--- src/rtl/jtag_tap_multi.sv ---
// Parametrised IEEE 1149.1 TAP with internal IDCODE/BYPASS and NumDr external DR channels.
// Define JTAG_TAP_USERCODE_EN to add a 32-bit USERCODE DR decoded at UserCodeIr.
module jtag_tap_multi #(
   parameter int unsigned         IrLength       = 5,
   parameter logic [31:0]         IdCodeValue    = 32'h00000001,
   parameter logic [IrLength-1:0] IrCaptureValue = 'b00101,
   parameter int unsigned         NumDr          = 2,
   parameter int unsigned         DrIrBase       = 'h10,
   parameter logic [31:0]         UserCodeValue  = 32'h00000000,
   parameter int unsigned         UserCodeIr     = 'h1e
) (
   input  logic                tck_i,
   input  logic                trst_ni,
   input  logic                tms_i,
   input  logic                td_i,
   output logic                td_o,
   output logic                tdo_oe_o,
   output logic                tck_o,
   output logic                tdi_o,
   output logic                capture_o,
   output logic                shift_o,
   output logic                update_o,
   output logic                dmi_clear_o,
   output logic [NumDr-1:0]    dr_select_o,
   input  logic [NumDr-1:0]    dr_tdo_i,
   output logic [IrLength-1:0] ir_o,
   output logic [3:0]          tap_state_o
);

   typedef enum logic [3:0] {
      TestLogicReset = 4'd0,  RunTestIdle = 4'd1,  SelectDrScan = 4'd2,  CaptureDr = 4'd3,
      ShiftDr        = 4'd4,  Exit1Dr     = 4'd5,  PauseDr      = 4'd6,  Exit2Dr   = 4'd7,
      UpdateDr       = 4'd8,  SelectIrScan = 4'd9, CaptureIr    = 4'd10, ShiftIr   = 4'd11,
      Exit1Ir        = 4'd12, PauseIr     = 4'd13, Exit2Ir      = 4'd14, UpdateIr  = 4'd15
   } tap_state_e;

   localparam logic [IrLength-1:0] IrIdcode  = IrLength'(1);
   localparam logic [IrLength-1:0] IrCapture = (IrCaptureValue & ~IrLength'(3)) | IrLength'(1);
   localparam int unsigned         IrAllOnes = (1 << IrLength) - 1;

   if (IrLength < 2 || IrLength > 8) begin : g_err_irlen
      $error("jtag_tap_multi: IrLength out of range 2..8");
   end
   if (NumDr < 1 || NumDr > 8) begin : g_err_numdr
      $error("jtag_tap_multi: NumDr out of range 1..8");
   end
   if (IdCodeValue[0] != 1'b1) begin : g_err_idcode
      $error("jtag_tap_multi: IdCodeValue bit 0 must be 1");
   end
   for (genvar i = 0; i < NumDr; i++) begin : g_chk
      localparam int unsigned Code = DrIrBase + i;
      if (Code == 0 || Code == 1 || Code >= IrAllOnes) begin : g_err_rsvd
         $error("jtag_tap_multi: external DR code collides with reserved code or overflows IR");
      end
`ifdef JTAG_TAP_USERCODE_EN
      if (Code == UserCodeIr) begin : g_err_user
         $error("jtag_tap_multi: external DR code collides with UserCodeIr");
      end
`endif
   end

   tap_state_e             state_q, state_d;
   logic [IrLength-1:0]    ir_q, ir_sr_q;
   logic [31:0]            idcode_q;
   logic                   bypass_q;
   logic [NumDr-1:0]       dr_sel;
   logic                   idcode_sel, bypass_sel, tdo_mux, tlr;

   always_ff @(posedge tck_i or negedge trst_ni) begin
      if (!trst_ni) state_q <= TestLogicReset;
      else          state_q <= state_d;
   end

   always_comb begin
      state_d = state_q;
      unique case (state_q)
         TestLogicReset: state_d = tms_i ? TestLogicReset : RunTestIdle;
         RunTestIdle:    state_d = tms_i ? SelectDrScan   : RunTestIdle;
         SelectDrScan:   state_d = tms_i ? SelectIrScan   : CaptureDr;
         CaptureDr:      state_d = tms_i ? Exit1Dr        : ShiftDr;
         ShiftDr:        state_d = tms_i ? Exit1Dr        : ShiftDr;
         Exit1Dr:        state_d = tms_i ? UpdateDr       : PauseDr;
         PauseDr:        state_d = tms_i ? Exit2Dr        : PauseDr;
         Exit2Dr:        state_d = tms_i ? UpdateDr       : ShiftDr;
         UpdateDr:       state_d = tms_i ? SelectDrScan   : RunTestIdle;
         SelectIrScan:   state_d = tms_i ? TestLogicReset : CaptureIr;
         CaptureIr:      state_d = tms_i ? Exit1Ir        : ShiftIr;
         ShiftIr:        state_d = tms_i ? Exit1Ir        : ShiftIr;
         Exit1Ir:        state_d = tms_i ? UpdateIr       : PauseIr;
         PauseIr:        state_d = tms_i ? Exit2Ir        : PauseIr;
         Exit2Ir:        state_d = tms_i ? UpdateIr       : ShiftIr;
         UpdateIr:       state_d = tms_i ? SelectDrScan   : RunTestIdle;
         default:        state_d = TestLogicReset;
      endcase
   end

   // Registers are cleared on the edge that lands in TestLogicReset as well as while
   // sitting there, so decode is already clean the first cycle the TAP is in reset.
   assign tlr = (state_q == TestLogicReset) || (state_d == TestLogicReset);

   always_ff @(posedge tck_i or negedge trst_ni) begin
      if (!trst_ni) begin
         ir_q    <= IrIdcode;
         ir_sr_q <= '0;
      end else if (tlr) begin
         ir_q    <= IrIdcode;
         ir_sr_q <= '0;
      end else begin
         case (state_q)
            CaptureIr: ir_sr_q <= IrCapture;
            ShiftIr:   ir_sr_q <= {td_i, ir_sr_q[IrLength-1:1]};
            UpdateIr:  ir_q    <= ir_sr_q;
            default: ;
         endcase
      end
   end

   always_comb begin
      dr_sel = '0;
      for (int unsigned i = 0; i < NumDr; i++)
         if (ir_q == IrLength'(DrIrBase + i)) dr_sel[i] = 1'b1;
   end

   assign idcode_sel = (ir_q == IrIdcode);

`ifdef JTAG_TAP_USERCODE_EN
   logic        usercode_sel;
   logic [31:0] usercode_q;
   assign usercode_sel = (ir_q == IrLength'(UserCodeIr));
   assign bypass_sel   = !idcode_sel && !usercode_sel && !(|dr_sel);

   always_ff @(posedge tck_i or negedge trst_ni) begin
      if (!trst_ni)                                   usercode_q <= UserCodeValue;
      else if (tlr)                                   usercode_q <= UserCodeValue;
      else if (usercode_sel && state_q == CaptureDr)  usercode_q <= UserCodeValue;
      else if (usercode_sel && state_q == ShiftDr)    usercode_q <= {td_i, usercode_q[31:1]};
   end
`else
   logic unused_usercode;
   assign unused_usercode = ^{UserCodeValue, 32'(UserCodeIr)};
   assign bypass_sel      = !idcode_sel && !(|dr_sel);
`endif

   always_ff @(posedge tck_i or negedge trst_ni) begin
      if (!trst_ni) begin
         idcode_q <= IdCodeValue;
         bypass_q <= 1'b0;
      end else if (tlr) begin
         idcode_q <= IdCodeValue;
         bypass_q <= 1'b0;
      end else begin
         if (idcode_sel && state_q == CaptureDr) idcode_q <= IdCodeValue;
         if (idcode_sel && state_q == ShiftDr)   idcode_q <= {td_i, idcode_q[31:1]};
         if (bypass_sel && state_q == CaptureDr) bypass_q <= 1'b0;
         if (bypass_sel && state_q == ShiftDr)   bypass_q <= td_i;
      end
   end

   always_comb begin
      tdo_mux = bypass_q;
      if (state_q == ShiftIr)  tdo_mux = ir_sr_q[0];
      else if (idcode_sel)     tdo_mux = idcode_q[0];
`ifdef JTAG_TAP_USERCODE_EN
      else if (usercode_sel)   tdo_mux = usercode_q[0];
`endif
      else if (|dr_sel)        tdo_mux = |(dr_sel & dr_tdo_i);
   end

   always_ff @(posedge tck_i or negedge trst_ni) begin
      if (!trst_ni) begin
         td_o     <= 1'b0;
         tdo_oe_o <= 1'b0;
      end else begin
         td_o     <= tdo_mux;
         tdo_oe_o <= (state_q == ShiftIr) || (state_q == ShiftDr);
      end
   end

   assign tck_o       = tck_i;
   assign tdi_o       = td_i;
   assign capture_o   = (state_q == CaptureDr);
   assign shift_o     = (state_q == ShiftDr);
   assign update_o    = (state_q == UpdateDr);
   assign dmi_clear_o = (state_q == TestLogicReset);
   assign dr_select_o = dr_sel;
   assign ir_o        = ir_q;
   assign tap_state_o = state_q;

endmodule
--- config.mk ---
export PLATFORM = sky130hd
export DESIGN_NAME = jtag_tap_multi
export DESIGN_NICKNAME = d
export VERILOG_FILES = /design/src/rtl/jtag_tap_multi.sv
export SDC_FILE = /design/constraint.sdc
export NUM_CORES = 1
export LEC_CHECK = 0
export ABC_AREA = 1
export BUFFER_PORTS_ARGS = -buffer_cell sky130_fd_sc_hd__buf_2
export CAP_MARGIN = 40
export CORE_ASPECT_RATIO = 1.25
export CORE_UTILIZATION = 41
export CTS_CLUSTER_DIAMETER = 60
export CTS_CLUSTER_SIZE = 8
export DETAILED_ROUTE_END_ITERATION = 8
export SLEW_MARGIN = 20
export SYNTH_ARGS = -nofsm -noshare
export SYNTH_HDL_FRONTEND = slang
export SYNTH_SLANG_ARGS = --single-unit
--- constraint.sdc ---
create_clock -name tck_i -period 4.32 [get_ports tck_i]
set_input_delay 0.648 -clock tck_i [delete_from_list [all_inputs] [get_ports tck_i]]
set_output_delay 0.648 -clock tck_i [all_outputs]
set_load 0.005 [all_outputs]
==> results.json, run 1 <==
{
  "routabilityCongestion": 0.913,
  "violations_in_the_final_reports": "design-rule violations",
  "post-synth-top-area-fraction_pct": 48.2,
  "finish.net_count": 345,
  "cts.reportedPaths.clkPinSlew_ns": 0.10,
  "core-area_mm2": 0.00578,
  "reg2reg_to": "ir_o[0]$_DFFE_PN1P_",
  "peakVddDrop_uv": 304,
  "fraction_of_layout_cells_with_a_size_suffix_above_1_pct": 15.3,
  "commonest_non_fill_non_tap_cell_in_the_layout": "sky130_fd_sc_hd__inv_1",
  "worst_endpoint_data_arrival_time_ns": 2.51,
  "post_synth_main_area_contributors": "sky130_fd_sc_hd__dfrtp_1, sky130_fd_sc_hd__inv_1, sky130_fd_sc_hd__o22ai_1",
  "synthesis.instances": 313,
  "antenna_violating_nets_post_route": 0,
  "worst_r2r_path_depth": 11,
  "antenna_found_initial": 0,
  "global_route.peak_usage_layer": "met2",
  "yosysTopAreaCell": "sky130_fd_sc_hd__dfrtp_1",
  "setup-tns-final_ns": 0,
  "timing.critical_path.to_type": "output pin",
  "global_route.usage.met3_pct": 5.24,
  "power.static_leakage_nw": 1.33,
  "status": "complete, but fails checks",
  "initial_core_util_pct": 42.2,
  "initialDrtViolationCount": 96,
  "post_route_drc_violation_count": 1,
  "ys_ff_latch": 49,
  "design.die.area_mm2": 0.00626,
  "cts_resized": 0,
  "clkLatencyLatePin_ns": 0.41,
  "timing.rr.start": "tap_state_o[1]$_DFF_PN0_",
  "grt_start_max_net_pins": 50,
  "yosysUniqueCellTypes": 21,
  "dr.pass1.iters": 6,
  "slew-limit-headroom_pct": 57.9,
  "numPortBuffers": 24,
  "fp-row-count": 31,
  "dr_total_vias": 1973,
  "grt.overflow.total": 0,
  "cp_max_fo": 2,
  "register_area_mm2": 0.00123,
  "finalHoldViolCount": 0,
  "most-common-layout-cells": "sky130_fd_sc_hd__inv_1, sky130_fd_sc_hd__nor2_1, sky130_fd_sc_hd__dfrtp_1",
  "seq_area_frac_synth_pct": 50.4,
  "post-dp-hpwl_um": 3300,
  "pwr_density_cell_mw_per_mm2": 550,
  "synthesis.yosys.warnings": 0,
  "avgSynthCellArea_um2": 7.79,
  "globalRouteMet2Util_pct": 31.1,
  "grt_pass1_vias": 2047,
  "num-fill-cells": 571,
  "tightest_slew_ns": 0.632,
  "cts.repair_timing.setup_buffer_count": 0,
  "antenna-diode-count": 0,
  "final-max-slew-violation-count": 0,
  "report.final.setup_viol": 0,
  "required_ns": 3.67,
  "routedWlPerCell_um": 12.3,
  "grt_pass1_wl_um": 8850,
  "worstHoldPathType": "in -> async",
  "cts_hold_repair.buffers": 0,
  "rsz0062_at_grt": "false",
  "global_router_s_overall_resource_usage_pct": 18.5,
  "clock_skew_ns": 0.00917,
  "criticalPathCategory": "clk -> out",
  "tritoncts": "built",
  "num_io_pins": 25,
  "max_cap_violations": 0,
  "detail_route.wirelength_um": 5010,
  "setup.worst_path.start_class": "clock port",
  "area_growth_pct": 11.9,
  "dieWidth_um": 71.0,
  "reg2reg_slack_ns": 2.20,
  "p_total_mw": 1.50,
  "grt.met1_usage_pct": 21.4,
  "post_synth_instance_area_mm2": 0.00244,
  "mappedNetlistNets": 319,
  "viasPerCell": 4.86,
  "multi_input_area_um2": 827,
  "die_height_um": 88.2
}
[state kept, by name (all words and copies together) (netlist names)]
signal / count
tap_state_o: 4
ir_sr_q: 5
bypass_q: 1
ir_o: 5
tdo_oe_o: 1
td_o: 1
idcode_q: 32
[how the worst max path moves through the flow]
| stage | startpoint | to | slack (ns) |
|---|---|---|---|
| floorplan | tck_i | tck_o | 1.40 |
| global placement | tck_i | tck_o | 1.41 |
| detailed placement | tck_i | tck_o | 1.41 |
| CTS | tck_i | tck_o | 1.16 |
| global route | tck_i | tck_o | 1.16 |
| finish | tck_i | tck_o | 1.17 |
[cells by family after synthesis]
logic type      Yosys count  share of synthesized area, %
flops                    49                          50.4
compound gates           47                          11.8
simple gates            123                          22.0
buf+inv                  94                          15.9
[metrics by stage]
step | hold WS, ns | setup WS, ns | std cells | util [%] | cell area, um2
after detailed placement | 0.502 | 1.41 | 395 | 44.9 | 2600
final | 0.323 | 1.17 | 406 | 47.2 | 2730
after CTS | 0.356 | 1.16 | 406 | 47.2 | 2730
after floorplan | 0.352 | 1.40 | 313 | - | 2440
after global placement | 0.502 | 1.41 | 394 | 44.7 | 2580
after global routing | 0.386 | 1.16 | 406 | 47.2 | 2730
[final cells by class]
| type | instances | share of cell area [%] |
|---|---|---|
| multi-input combinational | 170 | 30.3 |
| timing repair buffer | 26 | 5.18 |
| clock inverter | 3 | 0.780 |
| clock buffer | 9 | 4.22 |
| tap | 66 | 3.03 |
| inverter | 83 | 11.4 |
| sequential | 49 | 45.0 |
[where the power goes]
group / internal (mW) / switching [mW]
sequential: 0.495 / 0.0327
clock: 0.180 / 0.176
combinational: 0.152 / 0.464
total: 0.828 / 0.673
[layer usage]
layer / up-vias / wire (um)
met4: 0 / 114
met2: 51 / 2470
met1: 897 / 2270
met5: - / 0
met3: 13 / 168
li1: 1012 / -
[synth_stat cells]
library cell	number
sky130_fd_sc_hd__nand2_1	41
sky130_fd_sc_hd__buf_4	2
sky130_fd_sc_hd__nand2_2	3
sky130_fd_sc_hd__nand4_1	7
sky130_fd_sc_hd__a32oi_1	1
sky130_fd_sc_hd__nand3_1	11
sky130_fd_sc_hd__dfrtp_1	47
sky130_fd_sc_hd__dfstp_2	2
sky130_fd_sc_hd__o21bai_1	1
sky130_fd_sc_hd__a21oi_2	1
sky130_fd_sc_hd__a21oi_1	5
sky130_fd_sc_hd__o21ai_0	5
sky130_fd_sc_hd__buf_6	3
sky130_fd_sc_hd__inv_1	83
sky130_fd_sc_hd__clkbuf_1	3
sky130_fd_sc_hd__nand3b_1	2
sky130_fd_sc_hd__nor2_1	52
sky130_fd_sc_hd__o22ai_1	34
sky130_fd_sc_hd__nor2_2	5
sky130_fd_sc_hd__buf_2	3
sky130_fd_sc_hd__nand2_4	2
[critical path: stages]
cell and delay (ns):
sky130_fd_sc_hd__clkbuf_8 0.11, sky130_fd_sc_hd__clkbuf_8 0.12, sky130_fd_sc_hd__buf_2 0.11
(Power assumes the default switching activity.)
==> inputs of run 2 (changes only) <==
--- a/config.mk
+++ b/config.mk
@@ -5,7 +5,7 @@
 export SDC_FILE = /design/constraint.sdc
 export NUM_CORES = 1
 export LEC_CHECK = 0
-export ABC_AREA = 1
+export ABC_AREA = 0
 export BUFFER_PORTS_ARGS = -buffer_cell sky130_fd_sc_hd__buf_2
 export CAP_MARGIN = 40
 export CORE_ASPECT_RATIO = 1.25
==> constraint.sdc (replaced) <==
create_clock -name tck_i -period 2.7 [get_ports tck_i]
set_input_delay 0.405 -clock tck_i [delete_from_list [all_inputs] [get_ports tck_i]]
set_output_delay 0.405 -clock tck_i [all_outputs]
set_load 0.005 [all_outputs]
==> run 2 against run 1 <==
Effect of this change:
- the flow now finishes without violations
- utilization up 1.1 points
- synthesized area down 6.5%
- register-to-register slack worse by 1.4 ns
- die area down 6.3%
- count of clock-buffer cells in the layout unchanged
- critical path depth unchanged
- synthesized cell count down 29%
- combinational power up 48%
- final area down 4.2%
- worst setup slack worse by 0.56 ns
- largest cell class unchanged
- first-iteration DRC count up 3.1%
==> results.json, run 2 <==
{
  "status": "completed",
  "post_synth_instance_area_mm2": 0.00228,
  "cts_resized": 0,
  "grt_pass1_vias": 1551,
  "fp-row-count": 30,
  "ys_top_cells_by_count": "sky130_fd_sc_hd__dfrtp_1, sky130_fd_sc_hd__nor2_1, sky130_fd_sc_hd__a22oi_1",
  "peakVddDrop_uv": 505,
  "cp_common_cell": "sky130_fd_sc_hd__clkbuf_8",
  "path_buf_inv": 3,
  "avgSynthCellArea_um2": 10.3,
  "pwr_density_cell_mw_per_mm2": 1000,
  "criticalPathCategory": "clk -> out",
  "dr_total_vias": 1692,
  "synthesis.yosys.warnings": 0,
  "global_router_s_overall_resource_usage_pct": 16.9,
  "cts.repair_timing.setup_buffer_count": 0,
  "slew-limit-headroom_pct": 59.6,
  "core-area_mm2": 0.00541,
  "synthesis.instances": 222,
  "worstHoldPathType": "in -> reg",
  "viasPerCell": 5.48,
  "final-max-slew-violation-count": 0,
  "fraction_of_layout_cells_with_a_size_suffix_above_1_pct": 21.2,
  "timing.rr.start": "tap_state_o[3]$_DFF_PN0_",
  "yosysTopAreaCell": "sky130_fd_sc_hd__dfrtp_1",
  "p_total_mw": 2.62,
  "num_io_pins": 25,
  "die_height_um": 85.4,
  "beginning_of_the_critical_path": "tck_i",
  "routabilityCongestion": 0.726,
  "regMostFlops": "idcode_q",
  "final_min_period_over_clock_period_pct": 77.4,
  "edff_count_synth": 0,
  "required_ns": 2.30,
  "worst_endpoint_data_arrival_time_ns": 1.69,
  "clock_skew_ns": 0.00562,
  "post_synth_main_area_contributors": "sky130_fd_sc_hd__dfrtp_1, sky130_fd_sc_hd__a22oi_1, sky130_fd_sc_hd__nor2_1",
  "detail_route.wirelength_um": 4480,
  "initial_core_util_pct": 42.2,
  "cts.reportedPaths.clkPinSlew_ns": 0.09,
  "num-fill-cells": 541,
  "largest_reg_flops": 32,
  "mappedNetlistNets": 228,
  "max_freq_mhz": 479,
  "clkLatencyLatePin_ns": 0.41,
  "final_area_mm2": 0.00261,
  "path_delay_family": "buffers and inverters",
  "timing.critical_path.cells": "clkbuf_8 > clkbuf_8 > buf_2",
  "tritoncts": "built",
  "ys_ff_latch": 49,
  "post-dp-hpwl_um": 2800,
  "setup-tns-final_ns": 0,
  "postPlaceCellArea_mm2": 0.00243,
  "post_route_drc_violation_count": 0,
  "grt_pass1_wl_um": 7350,
  "report.final.setup_viol": 0,
  "hold_start": "td_i",
  "yosysUniqueCellTypes": 44,
  "most-common-layout-cells": "sky130_fd_sc_hd__nor2_1, sky130_fd_sc_hd__dfrtp_1, sky130_fd_sc_hd__a22oi_1",
  "routedWlPerCell_um": 14.5,
  "crit_slowest_cell": "sky130_fd_sc_hd__clkbuf_8",
  "finish.net_count": 250,
  "power.static_leakage_nw": 1.23,
  "antenna_violating_nets_post_route": 0,
  "ys.flop_type": "sky130_fd_sc_hd__dfrtp_1",
  "finalHoldViolCount": 0,
  "antenna-diode-count": 0,
  "numPortBuffers": 24,
  "reg2reg_slack_ns": 0.85,
  "dieWidth_um": 68.7,
  "antenna_found_initial": 0,
  "initialDrtViolationCount": 99,
  "area_growth_pct": 14.5,
  "grt_start_max_net_pins": 42,
  "timing.critical_path.slowest_cell_delay_ns": 0.11,
  "grt.overflow.total": 0,
  "dr.pass1.iters": 4,
  "setup.worst_path.start_class": "clock port",
  "max_cap_violations": 0,
  "post-synth-top-area-fraction_pct": 51.6,
  "cp_max_fo": 2,
  "timing.critical_path.to_type": "output pin",
  "design.die.area_mm2": 0.00587,
  "asyncSetResetFlopFracSynth_pct": 100,
  "seq_area_frac_synth_pct": 53.9,
  "rsz0062_at_grt": "false",
  "finalWorstPathRequiredPeriod_ns": 2.09,
  "tightest_slew_ns": 0.591
}
==> run 2: cell count changes after synthesis, sizes merged, moves of 4 or more <==
cell / previous run / this run
inv: 83 / 7
nand2: 46 / 7
o22ai: 34 / 1
a22oi: 0 / 31
buf: 8 / 18
nor2: 57 / 47
nand4: 7 / 1
nand3: 11 / 6
a22o: 0 / 4
==> run 2: cell type report <==
type | instances | area, um2 | area share [%]
clock buffer | 9 | 115 | 4.41
timing repair buffer | 32 | 198 | 7.57
multi-input combinational | 145 | 900 | 34.4
sequential | 49 | 1230 | 47.0
clock inverter | 3 | 65.1 | 2.49
inverter | 7 | 26.3 | 1.01
tap | 64 | 80.1 | 3.07
==> run 2: metrics by stage <==
step | utilization [%] | worst slack [ns] | hold slack (ns) | std cells
final | 48.3 | 0.609 | 0.302 | 309
after global routing | 48.3 | 0.509 | 0.303 | 309
after global placement | 44.9 | 0.843 | 0.401 | 297
after floorplan | - | 0.834 | 0.109 | 222
after detailed placement | 44.9 | 0.843 | 0.400 | 297
after CTS | 48.3 | 0.593 | 0.289 | 309
==> run 2: logic make-up (layout without fill, tap and decap cells) <==
kind of cell	after synthesis	in the layout	synth area share (%)
flops	49	49	53.9
simple gates	77	77	17.0
compound gates	65	65	20.8
xor+xnor	1	1	0.384
buf+inv	28	51	7.02
mux	2	2	0.878
==> run 2: final timing paths <==
path | cells past startpoint | to
worst max-delay path | 3 | tck_o
worst min-delay path | 3 | idcode_q[31]$_DFFE_PN0P_
worst max register to register | 5 | idcode_q[0]$_DFFE_PN1P_
worst min register to register | 1 | ir_sr_q[1]$_DFFE_PN0P_
max in group asynchronous | 3 | idcode_q[0]$_DFFE_PN1P_
min in group asynchronous | 2 | idcode_q[12]$_DFFE_PN0P_
==> run 2: report_power, final <==
group          leakage [nW]  internal [mW]  total [mW]  switching (mW)
Combinational         0.476          0.364       0.913           0.549
Sequential            0.664          0.837       0.970           0.133
Clock                0.0936          0.472       0.733           0.261
==> run 2: routing by layer <==
metal,vias up,global-route usage (%),wire length [um]
met4,0,7.79,70
met1,827,21.8,2090
met5,-,0,0
met2,29,25.6,2150
li1,831,-,-
met3,5,5.11,170
==> run 2: worst reg2reg max path, stage by stage, from the launching register on <==
cell,delay [ns]
sky130_fd_sc_hd__dfrtp_1,0.60
sky130_fd_sc_hd__nor4b_4,0.43
sky130_fd_sc_hd__and3_1,0.21
sky130_fd_sc_hd__buf_4,0.31
sky130_fd_sc_hd__nor2b_1,0.18
sky130_fd_sc_hd__o21bai_1,0.07
==> run 2: timing repair <==
action / in CTS / in global routing
hold buffers: 1 / 0
hold endpoints to repair: 18 / 0
endpoints found under the setup margin: 0 / 0
==> inputs of run 3 (changes only) <==
--- a/config.mk
+++ b/config.mk
@@ -5,7 +5,7 @@
 export SDC_FILE = /design/constraint.sdc
 export NUM_CORES = 1
 export LEC_CHECK = 0
-export ABC_AREA = 0
+export ABC_AREA = 1
 export BUFFER_PORTS_ARGS = -buffer_cell sky130_fd_sc_hd__buf_2
 export CAP_MARGIN = 40
 export CORE_ASPECT_RATIO = 1.25
==> constraint.sdc (replaced) <==
create_clock -name tck_i -period 1.98 [get_ports tck_i]
set_input_delay 0.297 -clock tck_i [delete_from_list [all_inputs] [get_ports tck_i]]
set_output_delay 0.297 -clock tck_i [all_outputs]
set_load 0.005 [all_outputs]
==> run 3 against run 2 <==
Effect of this change:
- the flow now finishes with violations (design-rule violations, negative hold slack)
- final area up 9.0%
- clock skew down 0.0022 ns
- routed wire length up 9.2%
- worst setup slack worse by 0.46 ns
- critical endpoint is now dmi_clear_o
- largest cell class unchanged
==> results.json, run 3 (synthesized netlist as in run 1, its figures left out) <==
{
  "status": "complete, but fails checks",
  "violations_in_the_final_reports": "design-rule violations, negative hold slack",
  "max_freq_mhz": 546,
  "clkLatencyLatePin_ns": 0.41,
  "grt.overflow.total": 0,
  "tightest_slew_ns": 0.607,
  "peakVddDrop_uv": 603,
  "fp-row-count": 31,
  "largest_reg_flops": 32,
  "num-fill-cells": 550,
  "crit_slowest_cell": "sky130_fd_sc_hd__dfrtp_2",
  "antenna_violating_nets_post_route": 0,
  "numPortBuffers": 24,
  "initial_core_util_pct": 42.2,
  "grt_pass1_wl_um": 8430,
  "tritoncts": "built",
  "required_ns": 1.68,
  "finalHoldViolCount": 47,
  "clock_skew_ns": 0.00337,
  "final_min_period_over_clock_period_pct": 92.5,
  "viasPerCell": 4.83,
  "grt_pass1_vias": 1887,
  "core-area_mm2": 0.00578,
  "criticalPathCategory": "reg -> out",
  "register_area_mm2": 0.00123,
  "max_cap_violations": 0,
  "detail_route.wirelength_um": 4890,
  "area_growth_pct": 16.8,
  "fraction_of_layout_cells_with_a_size_suffix_above_1_pct": 18.5,
  "finalWorstPathRequiredPeriod_ns": 1.83,
  "most-common-layout-cells": "sky130_fd_sc_hd__inv_1, sky130_fd_sc_hd__nor2_1, sky130_fd_sc_hd__dfrtp_1",
  "final-max-slew-violation-count": 0,
  "routedWlPerCell_um": 11.9,
  "timing.critical_path.to_type": "output pin",
  "utilization_pct": 49.3,
  "commonest_non_fill_non_tap_cell_in_the_layout": "sky130_fd_sc_hd__inv_1",
  "dr_total_vias": 1991,
  "regMostFlops": "idcode_q",
  "timing.critical_path.slowest_cell_delay_ns": 0.46,
  "multi_input_area_um2": 840,
  "finish.net_count": 351,
  "grt_start_max_net_pins": 50,
  "fin_worst_hold_slack_ns": -0.0257,
  "timing.critical_path.cells": "nor2_2 > nand2_2 > buf_4 > inv_1 > buf_2",
  "antenna_found_initial": 0,
  "pwr_density_cell_mw_per_mm2": 1310,
  "cts.reportedPaths.clkPinSlew_ns": 0.08,
  "power.static_leakage_nw": 1.39,
  "setup_slack_ns": 0.148,
  "placement.setup.worst_slack_ns": 0.0588,
  "cp_max_fo": 9,
  "dr.pass1.iters": 6,
  "worst_endpoint_data_arrival_time_ns": 1.53,
  "post_route_drc_violation_count": 1,
  "post-dp-hpwl_um": 3380,
  "worstHoldPathType": "in -> async",
  "setup.worst_path.start_class": "register",
  "design.die.area_mm2": 0.00626,
  "report.final.setup_viol": 0,
  "slew-limit-headroom_pct": 59.5,
  "global_router_s_overall_resource_usage_pct": 17.4,
  "antenna-diode-count": 0,
  "routabilityCongestion": 0.938,
  "die_height_um": 88.2,
  "num_io_pins": 25,
  "initialDrtViolationCount": 65,
  "setup-tns-final_ns": 0,
  "rsz0062_at_grt": "false",
  "dieWidth_um": 71.0
}
## run 3: changes by cell type in the layout (fill, tap and decap cells not counted), sizes merged, moves of 3 or more
cell / change
nor2b: -3
nand3: +5
a21oi: -3
nand2: +39
nand4: +6
nor2: +10
a22o: -4
a211oi: -3
inv: +76
o22ai: +33
a22oi: -31
## run 3: stage by stage
step                      hold WS, ns  area, um2  power, mW  cells
final                         -0.0257       2850       3.74    412
after global routing           0.0477       2850       3.99    412
after CTS                     0.00412       2820       3.73    410
after detailed placement        0.380       2660       2.83    399
after global placement          0.380       2660       2.84    399
after floorplan               0.00141       2440       2.32    313
## run 3: final cells by class
cell class / count / share of cell area [%]
Inverter: 83 / 10.9
Timing Repair Buffer: 32 / 7.73
Clock buffer: 11 / 4.66
Tap cell: 66 / 2.90
Sequential cell: 49 / 43.2
Clock inverter: 1 / 1.05
Multi-Input combinational cell: 170 / 29.5
## run 3: what timing repair did
action,in CTS,in global routing
resized for setup,0,7
buffers inserted,0,2
hold buffers,0,0
setup endpoints to repair,0,38
## run 3: power breakdown
part / leakage (nW) / internal, mW / switching (mW)
Clock: 0.0840 / 0.553 / 0.355
Sequential: 0.665 / 1.08 / 0.0765
Combinational: 0.637 / 0.622 / 1.05
## run 3: worst paths after layout
| path | slack (ns) | end | cells past startpoint | start |
|---|---|---|---|---|
| max in group asynchronous | 1.56 | tap_state_o[0]$_DFF_PN0_ | 2 | trst_ni |
| setup reg to reg | 0.16 | idcode_q[3]$_DFFE_PN0P_ | 11 | tap_state_o[1]$_DFF_PN0_ |
| hold / removal | -0.03 | idcode_q[25]$_DFFE_PN0P_ | 2 | trst_ni |
| min in group tck_i | 0.14 | ir_sr_q[4]$_DFFE_PN0P_ | 3 | td_i |
| hold reg to reg | 0.52 | ir_sr_q[3]$_DFFE_PN0P_ | 2 | ir_sr_q[4]$_DFFE_PN0P_ |
| setup / recovery | 0.15 | dmi_clear_o | 5 | tap_state_o[1]$_DFF_PN0_ |
## run 3: routing by layer
metal	GRT usage, %	vias up	wire, um
met1	20.4	916	2150
met3	4.21	12	175
met5	0	-	0
met4	8.91	0	106
met2	29.8	41	2460
li1	-	1022	-
## run 3: worst max-delay path: cells and delay by family (launching register included)
family,cells,cell delay (ns)
buffers and inverters,3,0.33
and+or+nand+nor,2,0.34
DFF,1,0.46
